$ cat config.mk
export PLATFORM = sky130hd
export DESIGN_NAME = tm_source_scheduler
export DESIGN_NICKNAME = d
export VERILOG_FILES = /design/src/rtl/tm_source_scheduler.sv
export SDC_FILE = /design/constraint.sdc
export NUM_CORES = 1
export LEC_CHECK = 0
export ABC_CLOCK_PERIOD_IN_PS = 4860
export CAP_MARGIN = 20
export CORE_UTILIZATION = 50
export CTS_BUF_LIST = sky130_fd_sc_hd__clkbuf_16
export CTS_CLUSTER_DIAMETER = 60
export CTS_CLUSTER_SIZE = 8
export DETAILED_ROUTE_END_ITERATION = 6
export DONT_BUFFER_PORTS = 1
export PLACE_DENSITY = 0.72
export SLEW_MARGIN = 10
export SYNTH_ARGS = -nofsm -noshare
export SYNTH_HDL_FRONTEND = slang
export SYNTH_SLANG_ARGS = --single-unit
$ cat constraint.sdc
create_clock -name clk -period 4.86 [get_ports clk]
set_input_delay 1.215 -clock clk [delete_from_list [all_inputs] [get_ports clk]]
set_output_delay 1.215 -clock clk [all_outputs]
set_load 0.01 [all_outputs]
$ cat src/rtl/tm_source_scheduler.sv
// Per-step torque source scheduler: preset, live tm_temp with timeout, or step disturbance (TM_STEP_DIST_EN).
// Issue one cycle after step_start (preset) or after tm_temp_vld (live); late step_start is dropped and flagged in overrun.
module tm_source_scheduler #(
    parameter int unsigned              WIDTH_TIME = 32,
    parameter int unsigned              SINGLE     = 32,
    parameter logic [WIDTH_TIME-1:0]    T_RELEASE  = 10000,
    parameter logic [SINGLE-1:0]        TM_PRESET  = 32'hC1F00000,
    parameter int unsigned              TIMEOUT    = 64,
    parameter logic [WIDTH_TIME-1:0]    T_STEP_ON  = 20000,
    parameter logic [WIDTH_TIME-1:0]    T_STEP_OFF = 30000,
    parameter logic [SINGLE-1:0]        TM_STEP    = 32'hC2200000
) (
    input  logic                  clk,
    input  logic                  rst_n,
    input  logic                  step_start,
    input  logic [WIDTH_TIME-1:0] sim_time,
    input  logic [SINGLE-1:0]     tm_temp,
    input  logic                  tm_temp_vld,
    output logic [SINGLE-1:0]     tm,
    output logic                  tm_vld,
    output logic                  tm_stale,
    output logic [1:0]            phase,
    output logic                  overrun
);

    typedef enum logic [1:0] {IDLE, WAIT_LIVE, ISSUE} state_t;
    typedef enum logic [1:0] {SRC_PRESET, SRC_LIVE, SRC_STALE} src_t;

    localparam logic [7:0] CNT_LAST = 8'(TIMEOUT - 1);

`ifdef TM_STEP_DIST_EN
    localparam bit DIST_EN = 1'b1;
`else
    localparam bit DIST_EN = 1'b0;
`endif

    state_t                state;
    src_t                  src;
    logic [7:0]            cnt;
    logic [WIDTH_TIME-1:0] t_lat;
    logic [SINGLE-1:0]     tm_hold;
    logic                  in_window;

    // Disturbance only ever applies after the preset window has closed.
    assign in_window = DIST_EN && (t_lat > T_RELEASE) &&
                       (t_lat >= T_STEP_ON) && (t_lat < T_STEP_OFF);

    always_ff @(posedge clk or negedge rst_n) begin
        if (!rst_n) begin
            state    <= IDLE;
            src      <= SRC_PRESET;
            cnt      <= 8'd0;
            t_lat    <= '0;
            tm_hold  <= TM_PRESET;
            tm       <= TM_PRESET;
            tm_vld   <= 1'b0;
            tm_stale <= 1'b0;
            phase    <= 2'd0;
            overrun  <= 1'b0;
        end else begin
            tm_vld <= 1'b0;
            case (state)
                IDLE: begin
                    if (step_start) begin
                        t_lat <= sim_time;
                        if (sim_time <= T_RELEASE) begin
                            src   <= SRC_PRESET;
                            state <= ISSUE;
                        end else begin
                            cnt   <= 8'd0;
                            state <= WAIT_LIVE;
                        end
                    end
                end
                WAIT_LIVE: begin
                    if (step_start) overrun <= 1'b1;
                    cnt <= cnt + 8'd1;
                    // A valid on the final timeout cycle still counts as live.
                    if (tm_temp_vld) begin
                        tm_hold <= tm_temp;
                        src     <= SRC_LIVE;
                        state   <= ISSUE;
                    end else if (cnt == CNT_LAST) begin
                        src   <= SRC_STALE;
                        state <= ISSUE;
                    end
                end
                ISSUE: begin
                    if (step_start) overrun <= 1'b1;
                    tm_vld <= 1'b1;
                    state  <= IDLE;
                    case (src)
                        SRC_PRESET: begin
                            tm       <= TM_PRESET;
                            phase    <= 2'd0;
                            tm_stale <= 1'b0;
                        end
                        SRC_LIVE: begin
                            tm_stale <= 1'b0;
                            if (in_window) begin
                                tm    <= TM_STEP;
                                phase <= 2'd2;
                            end else begin
                                tm    <= tm_hold;
                                phase <= 2'd1;
                            end
                        end
                        default: begin
                            tm       <= tm_hold;
                            phase    <= 2'd1;
                            tm_stale <= 1'b1;
                        end
                    endcase
                end
                default: state <= IDLE;
            endcase
        end
    end

endmodule
==> impl_results.md <==
- Status: finished, final reports clean
- Post-CTS sizing: 0
- Synth cell types: 35
- Total number of yosys warnings: 0
- Post-layout min period: 2580 ps
- CORE AREA: 0.00639 sq mm
- Clk_lat worst skew: roughly 330 ps
- Buffer depth of the longest clock path: 2
- Area Overhead vs Synth: 11.8%
- Clock transition at the registers of the reported paths: 60 ps
- Post-synth top flop: dfrtp_1
- Clock sinks: 80
- Leak: 0.00157 uW
- Syn_nets: around 360
- Worst Hold Class: flop to flop
- Endpoints failing setup: 0
- Port Buffers: 0
- H-tree Lvls: 3
- Seq/Total Area, Yosys: 0.610
- Clock skew: 7.99 ps
- Worst Path Max Fanout: 14
- Hold depth: 2
- Yosys reg bits: 80
- Initial DRC count: 75
- CTS tree: done
- Power per cell area: slightly below 700 mW/mm^2
- Arrival time at the worst endpoint: 2750 ps
- Total GRT Usage: 0.191
- Hold Fails Final Rpt: 0
- Die Wd: between 80 and 90 um
- ANT cells: 0
- Die area: 0.00696 sq mm
- Top post-synthesis cells by area: dfrtp_1, mux2_2, dfstp_2
- Crit. End Element: flop
- Cts hold-fix bufs: 0
- Global-route wire length before repair: 10.2 mm
- Final wirelength: 6.07 mm
- Final Cycle Share: 0.530
- Maximum clock rate: 0.388 GHz
- I/O pin total: between 100 and 150
- Slew @ Worst Pin: ~1000 ps
- Setup TNS: 0 ps
- Wire per inst: about 16 um
- Clk root buf: clkbuf_16
- Combinational fraction of design power: 0.215
- Initial antenna violation count: 0
- Initial Util: 0.519
- Std-Cell Rows: 29
- Cell-internal power: 1730 uW
- CP Class: primary input to flop
- Largest net degree at the start of global routing: 81
- Postcts setup bufs: 0
- Share of total power in the clock network: 0.287
- Die Y: 83.4 um
- Share of cells above drive strength 1: 0.235
- Worst EP required: about 5000 ps
- RD Place Congestion: 0.741
- RSZ-0062 raised after global routing: no
- Final nets: 360
- Mapped Area: 0.00331 sq mm
- 1st-pass router iterations: 4
- Fillers: 539
- Psw: 799 uW
- Avg Cell Area, Syn: 11.6 sq um
- DRT antenna net count: 0
- Flop pwr share: 0.498
- Area leader, netlist: dfrtp_1
- Ys async rst share: 1.00
- Sw Ratio: 0.316
- Pwr Total: 2530 uW
- Drt via density: 5.56
- Total gr overflow: 0
- Max VDD drop: just under 400 uV
- Startpoint Class: primary input
- DR vias: 2059
- CTS Buf Count: 9
- Reg2reg path depth: 7
- # Max-Cap Violations: 0
- Slew HR: 0.310
- Final Slew Violations: 0
- Vias in the first global route: 2080
- HPWL reported at the end of detailed placement: between 3 and 4 mm
- DRC viols: 0
- Yosys top cell area share: 0.498
- Post-Syn Instances: 286
- EDFF count, synth: 0
==> kinds of logic after synthesis <==
kind of cell,synth area share
fa+ha+maj,0.0151
other cells,0.00113
buf+inv,0.0480
xor+xnor,0.00264
mux,0.112
flops,0.610
compound gates,0.125
simple gates,0.0861
==> path summary, 6_finish.rpt <==
kind	start	endpoint	slack [ps]
setup / recovery	sim_time[0]	cnt[7]$_DFFE_PN0P_	2280
hold / removal	tm_hold[13]$_DFFE_PN0P_	tm[13]$_DFFE_PN0P_	480
setup reg to reg	state[1]$_DFFE_PN0P_	cnt[7]$_DFFE_PN0P_	2780
hold reg to reg	tm_hold[13]$_DFFE_PN0P_	tm[13]$_DFFE_PN0P_	480
max in group asynchronous	rst_n	tm_hold[31]$_DFFE_PN1P_	4060
min in group asynchronous	rst_n	tm[28]$_DFFE_PN0P_	580
==> registers in the layout (all words and copies together) (netlist names) <==
register and cells:
tm_stale 1, src 2, phase 1, state 2, tm 32, overrun 1
tm_hold 32, tm_vld 1, cnt 8
==> synth_stat cells (all sizes together), types with 3 or more instances <==
master / count
dfstp: 14
buf: 5
o22a: 7
nand2b: 3
ha: 4
a21oi: 9
nor3: 3
nor4: 4
mux2: 33
nor2: 5
o31ai: 4
clkbuf: 6
nand3: 4
nand2: 36
or3: 3
o21ai: 34
dfrtp: 66
inv: 30
==> power groups by stage <==
stage	logic [uW]	registers [uW]	clock network [uW]
after floorplan	459	1210	0
after global placement	529	1260	0
after detailed placement	551	1270	0
after CTS	555	1260	746
after global routing	628	1300	778
final	543	1260	726
==> area by class of cell <==
| class | count | area, sq um | share of cell area |
|---|---|---|---|
| flip-flops and latches | 80 | 2020 | 0.545 |
| repair buffers | 2 | 15.0 | 0.00405 |
| multi-input cells | 165 | 1130 | 0.306 |
| clock inverters | 7 | 101 | 0.0274 |
| inverters | 30 | 113 | 0.0304 |
| clock buffers | 9 | 225 | 0.0608 |
| well taps | 77 | 96.3 | 0.0260 |
==> cell usage in the layout, fill, tap and decap left out, types with 4 or more instances in the layout <==
cell type and instances:
mux2_2 33, nand3_1 4, clkbuf_16 9, dfstp_2 14
inv_1 30, o21ai_0 33, dfrtp_1 66, ha_1 4
nor4_1 4, a21oi_1 9, nor2_1 5, nand2_1 36
o22a_1 7
==> worst max-delay path: stages <==
cell and delay [ps]:
o41ai_2 420, a211oi_4 140, o31ai_2 680, or4_1 230
a21oi_1 70
==> stage by stage <==
stage	setup slack [ps]	cell area, sq um	std cells	util	hold WS (ps)
CTS	2270	3700	370	0.580	478
detailed placement	1920	3380	354	0.529	459
floorplan	2250	3310	286	-	444
global route	2050	3700	370	0.580	506
global placement	1980	3380	354	0.529	450
finish	2280	3700	370	0.580	475
==> per-layer routing <==
layer  GRT usage  part of all wire  up-vias
li1            -                 -      984
met4      0.0846             0.014        0
met1       0.242              0.44      980
met3      0.0666             0.076        8
met2       0.297              0.47       87
met5           0                 0        -
Power figures use the tool's default switching activity.
